<file path="config.mk">
export PLATFORM = sky130hd
export DESIGN_NAME = fetch_stage
export DESIGN_NICKNAME = d
export VERILOG_FILES = /design/src/rtl/fetch_stage.sv
export SDC_FILE = /design/constraint.sdc
export NUM_CORES = 1
export LEC_CHECK = 0
export ABC_AREA = 1
export BUFFER_PORTS_ARGS = -buffer_cell sky130_fd_sc_hd__buf_2
export CAP_MARGIN = 20
export CORE_MARGIN = 2
export CORE_UTILIZATION = 50
export CTS_CLUSTER_SIZE = 12
export DETAILED_ROUTE_END_ITERATION = 7
export HOLD_SLACK_MARGIN = 0.1
export PLACE_DENSITY = 0.83
export SETUP_SLACK_MARGIN = 0.05
export SLEW_MARGIN = 20
export SYNTH_ARGS = -nofsm -noshare
export SYNTH_HDL_FRONTEND = slang
export SYNTH_SLANG_ARGS = --single-unit
</file>
<file path="constraint.sdc">
create_clock -name clk -period 7.4 [get_ports clk]
set_input_delay 0.37 -clock clk [delete_from_list [all_inputs] [get_ports clk]]
set_output_delay 0.37 -clock clk [all_outputs]
set_load 0.1 [all_outputs]
</file>
<file path="src/rtl/fetch_stage.sv">
// IF stage of the 5-stage MIPS pipeline: holds the PC, waits out the instruction ROM
// latency, presents {pc, inst} to ID and selects the next PC (exception, jump/branch, pc+4).
module fetch_stage #(
   parameter logic [31:0] STARTADDR = 32'h0000_0000,
   parameter int          ROM_LAT   = 1
) (
   input  logic        clk,
   input  logic        reset,
   input  logic        IF_valid,
   input  logic        next_fetch,
   output logic [31:0] inst_addr,
   input  logic [31:0] inst,
   input  logic [32:0] jbr_bus,
   input  logic [32:0] exc_bus,
   output logic        IF_over,
   output logic [63:0] IF_ID_bus,
   output logic [31:0] IF_pc,
   output logic [31:0] IF_inst
);

   typedef enum logic {
      S_FETCH = 1'b0,
      S_DONE  = 1'b1
   } state_t;

   localparam logic [2:0] LAST_CNT = 3'(ROM_LAT - 1);

   state_t      r_state;
   logic [2:0]  r_cnt;
   logic [31:0] r_pc;
   logic [31:0] r_inst;
   logic        r_pend_exc;
   logic [31:0] r_pend_pc;

   logic        w_adv;
   logic [31:0] w_next_pc;

   // Advance only when the captured instruction is handed to ID.
   assign w_adv = IF_valid & (r_state == S_DONE) & next_fetch;

   // Next-PC select: live exception beats a latched one, which beats a taken jbr.
   always_comb begin
      w_next_pc = r_pc + 32'd4;
      if (exc_bus[32]) begin
         w_next_pc = exc_bus[31:0];
      end else if (r_pend_exc) begin
         w_next_pc = r_pend_pc;
      end else if (jbr_bus[32]) begin
         w_next_pc = jbr_bus[31:0];
      end else begin
         w_next_pc = r_pc + 32'd4;
      end
   end

   // Exception latch: an exception pulse arriving before next_fetch is held until consumed.
   always_ff @(posedge clk or posedge reset) begin
      if (reset) begin
         r_pend_exc <= 1'b0;
         r_pend_pc  <= 32'h0000_0000;
      end else if (w_adv) begin
         r_pend_exc <= 1'b0;
      end else if (exc_bus[32]) begin
         r_pend_exc <= 1'b1;
         r_pend_pc  <= exc_bus[31:0];
      end else begin
         r_pend_exc <= r_pend_exc;
      end
   end

   // Fetch FSM: count out the ROM latency, capture, then hold until ID takes it.
   always_ff @(posedge clk or posedge reset) begin
      if (reset) begin
         r_state <= S_FETCH;
         r_cnt   <= 3'd0;
         r_pc    <= STARTADDR;
         r_inst  <= 32'h0000_0000;
      end else begin
         case (r_state)
            S_FETCH: begin
               if (IF_valid) begin
                  r_cnt <= r_cnt + 3'd1;
                  if (r_cnt == LAST_CNT) begin
                     r_inst  <= inst;
                     r_state <= S_DONE;
                  end
               end
            end
            S_DONE: begin
               if (w_adv) begin
                  r_pc    <= w_next_pc;
                  r_cnt   <= 3'd0;
                  r_state <= S_FETCH;
               end
            end
            default: begin
               r_state <= S_FETCH;
               r_cnt   <= 3'd0;
            end
         endcase
      end
   end

   assign inst_addr = r_pc;
   assign IF_over   = IF_valid & (r_state == S_DONE);
   assign IF_ID_bus = {r_pc, r_inst};
   assign IF_pc     = r_pc;
   assign IF_inst   = r_inst;

endmodule

</file>
==> flow_metrics.py <==
metrics = {
    "layout": {
        "final_layout_size_suffix_gt1_share_pct": 36.6,
        "nNetsFinal": 1037,
        "syn2layout_area_growth_pct": 16.2,
        "multi_input_area_mm2": 0.00255,
        "seqCellArea_mm2": 0.00253,
        "nFillCells": 1122,
    },
    "yosys": {
        "syn-num-nets": 888,
        "yosysTopAreaCell": "dfrtp_1",
        "ys_seq_area_share_pct": 40.8,
        "ys_seq_elements": 101,
        "syn_area_mm2": 0.00620,
        "syn_inst": 783,
        "ys_warn_count": 0,
        "synth_cell_type_count": 27,
        "yosysTopAreaCellShare_pct": 40.8,
        "syn_area_per_cell_um2": 7.91,
        "ys_top_cells_by_area": "dfrtp_1 (41%), nand2_1 (14%), buf_4 (12%)",
    },
    "global_route": {
        "grt_first_pass_wirelength_um": 25900,
        "grt_overflow": 0,
        "grt_antenna_before_repair": 1,
        "grt_usage_pct": 25.0,
        "grt_max_degree": 58,
        "first_global_vias": 5213,
    },
    "clocking": {
        "cts_resized": 0,
        "h-tree-depth": 3,
        "cts_setup_buffers": 0,
        "insertion_delay_ps": 340,
        "cts_buffer_depth": 2,
        "clock-root-buffer": "clkbuf_16",
        "clock_sinks": 101,
        "clkTransAtPathRegs_ps": 70,
        "cts_tree": "built",
        "holdBufCountCts": 0,
        "cts_inserted_buffers": 9,
    },
    "timing": {
        "slew_viol_final": 0,
        "rsz0062_at_grt": "no",
        "fmax_mhz": 415,
        "setup_ws_ps": 4990,
        "fin_crit_sh_pct": 32.6,
        "hold_violations": 0,
        "setup_viol": 0,
        "tightest_slew_ps": 973,
        "tns_ps": 0,
        "min_period_ps": 2410,
        "slew_headroom_pct": 35.1,
        "fin_skew_ps": 6.68,
    },
    "floorplanning": {
        "fp.dieArea_mm2": 0.0133,
        "core_area_mm2": 0.0121,
        "row_count": 40,
        "start_util_pct": 51.4,
        "ios": 263,
        "die_x_um": 115,
        "die_y_um": 115,
    },
    "setup_path": {
        "worstReg2RegStart": "r_state",
        "cp_max_fo": 53,
        "worstSetupStartpointType": "flip-flop",
        "crit_path_frequent_cell": "nand2_1",
        "reg2reg_depth": 8,
        "critPathCaptureType": "flip-flop",
        "r2r_end": "r_pend_pc[30]",
        "cpPeakStageDelay_ps": 620,
        "crit_slowest_cell": "nand2_1",
        "worst-endpoint-required_ps": 7610,
        "rrSetupSlack_ps": 4990,
        "worstPathCellList": "nand2_1 > inv_1 > nand2_2 > buf_4 > nand2_1 > buf_4 > nand2_1 > o21ai_0",
        "timing_worst_setup_path_type": "flip-flop to flip-flop",
        "critical_path_arrival_ps": 2620,
    },
    "drt": {
        "wl_um": 16800,
        "vias": 5763,
        "initialDrtViolationCount": 588,
        "drt-vias-per-instance": 5.22,
        "firstDrtPassIters": 6,
        "drtAntennaViolNets": 0,
        "wl_per_cell_um": 15.2,
        "drc": 0,
    },
    "outcome": {
        "outcome": "finished, final reports clean",
    },
    "placement": {
        "gp_congestion": 0.947,
        "dp_slack_ps": 4940,
        "hpwl_um": 12400,
        "placement.io_buffers": 262,
    },
    "hold_path": {
        "hold_class": "input port to async pin",
    },
    "flow_run": {
        "cap_viol_max_count": 0,
    },
}
## worst max path at each step
| stage | start | cells past startpoint | to | slack, ps |
|---|---|---|---|---|
| floorplan | reset | 1 | IF_inst[0] | 4380 |
| global placement | exc_bus[32] | 5 | r_pend_pc[31] | 4990 |
| detailed placement | exc_bus[32] | 5 | r_pend_pc[27] | 4940 |
| CTS | r_pend_exc | 5 | IF_pc[6] | 4940 |
| global route | r_state | 8 | r_pend_pc[30] | 4830 |
| finish | r_state | 8 | r_pend_pc[30] | 4990 |
## state kept, by name, indices dropped and copies added, names as in the netlist
register / cells
IF_inst: 32
IF_pc: 32
r_pend_pc: 32
r_cnt: 3
r_pend_exc: 1
r_state: 1
## critical path: cells and delay by family (launching register included)
kind                   cells  cell delay (ps)
buffers and inverters      3              960
and+or+nand+nor            4              830
DFF                        1              380
AOI/OAI and AO/OA          1               90
## cell usage in the layout, fill, tap and decap left out
| cell type | count |
|---|---|
| clkinvlp_4 | 1 |
| xnor2_1 | 2 |
| nand4_1 | 1 |
| clkbuf_1 | 1 |
| or2_2 | 3 |
| dfrtp_2 | 1 |
| a2bb2oi_1 | 1 |
| inv_4 | 1 |
| nor2_1 | 40 |
| a221oi_1 | 19 |
| nand2_4 | 1 |
| inv_2 | 2 |
| nand3_2 | 1 |
| dfrtp_1 | 100 |
| mux2_2 | 39 |
| buf_2 | 262 |
| nand2_1 | 227 |
| o22ai_1 | 2 |
| nand2_2 | 5 |
| bufinv_16 | 2 |
| buf_4 | 3 |
| nor2_4 | 6 |
| nand3_1 | 32 |
| ha_1 | 3 |
| o211ai_1 | 6 |
| inv_1 | 66 |
| nor2_2 | 5 |
| clkbuf_16 | 9 |
| o21ai_0 | 46 |
| diode_2 | 1 |
| clkinv_2 | 1 |
| clkbuf_8 | 1 |
| xor2_1 | 3 |
| o21bai_1 | 2 |
| a21oi_1 | 42 |
## Yosys cell counts (all sizes together)
master and number:
xnor2 2, mux2 39, o21ai 46, nand3 33
nand4 1, nand2 233, nor2 51, xor2 3
a221oi 19, inv 69, or2 3, o22ai 2
ha 3, o21bai 2, o211ai 6, a2bb2oi 1
clkbuf 15, a21oi 42, buf 112, dfrtp 101
## area by class of cell
cell class / count / share of cell area (%)
timing repair buffer: 265 / 18.5
inverter: 69 / 3.63
tap: 168 / 2.92
clock inverter: 4 / 1.01
clock buffer: 11 / 3.37
multi-input combinational: 486 / 35.4
sequential: 101 / 35.1
antenna: 1 / 0.0348
## stage by stage
step           utilization [%]  hold WS, ps  cell area [µm²]  instances
2_1_floorplan                -          453             6200        783
3_3_place_gp              57.0          459             6880       1089
3_5_place_dp              57.0          455             6880       1089
4_1_cts                   59.7          102             7200       1104
5_1_grt                   59.7          118             7200       1104
6_report                  59.7         84.0             7200       1105
## layer usage
metal / track usage, % / vias to the layer above / part of all wire (%)
met4: 9.64 / 0 / 3.0
met1: 32.0 / 2672 / 39
li1: - / 2721 / -
met5: 0 / - / 0
met2: 40.9 / 329 / 48
met3: 6.17 / 41 / 10
## cell families after synthesis
family | after synthesis | synth area share [%]
flip-flops | 101 | 40.8
multiplexers | 39 | 7.09
XOR/XNOR | 5 | 0.707
adder cells (fa/ha/maj) | 3 | 0.606
AO/OA/AOI/OAI | 118 | 11.1
buffers and inverters | 196 | 18.1
AND/OR/NAND/NOR | 321 | 21.6
Power is not shown: default switching activity piles up to over one toggle a cycle in this logic, so the estimate is an artifact.
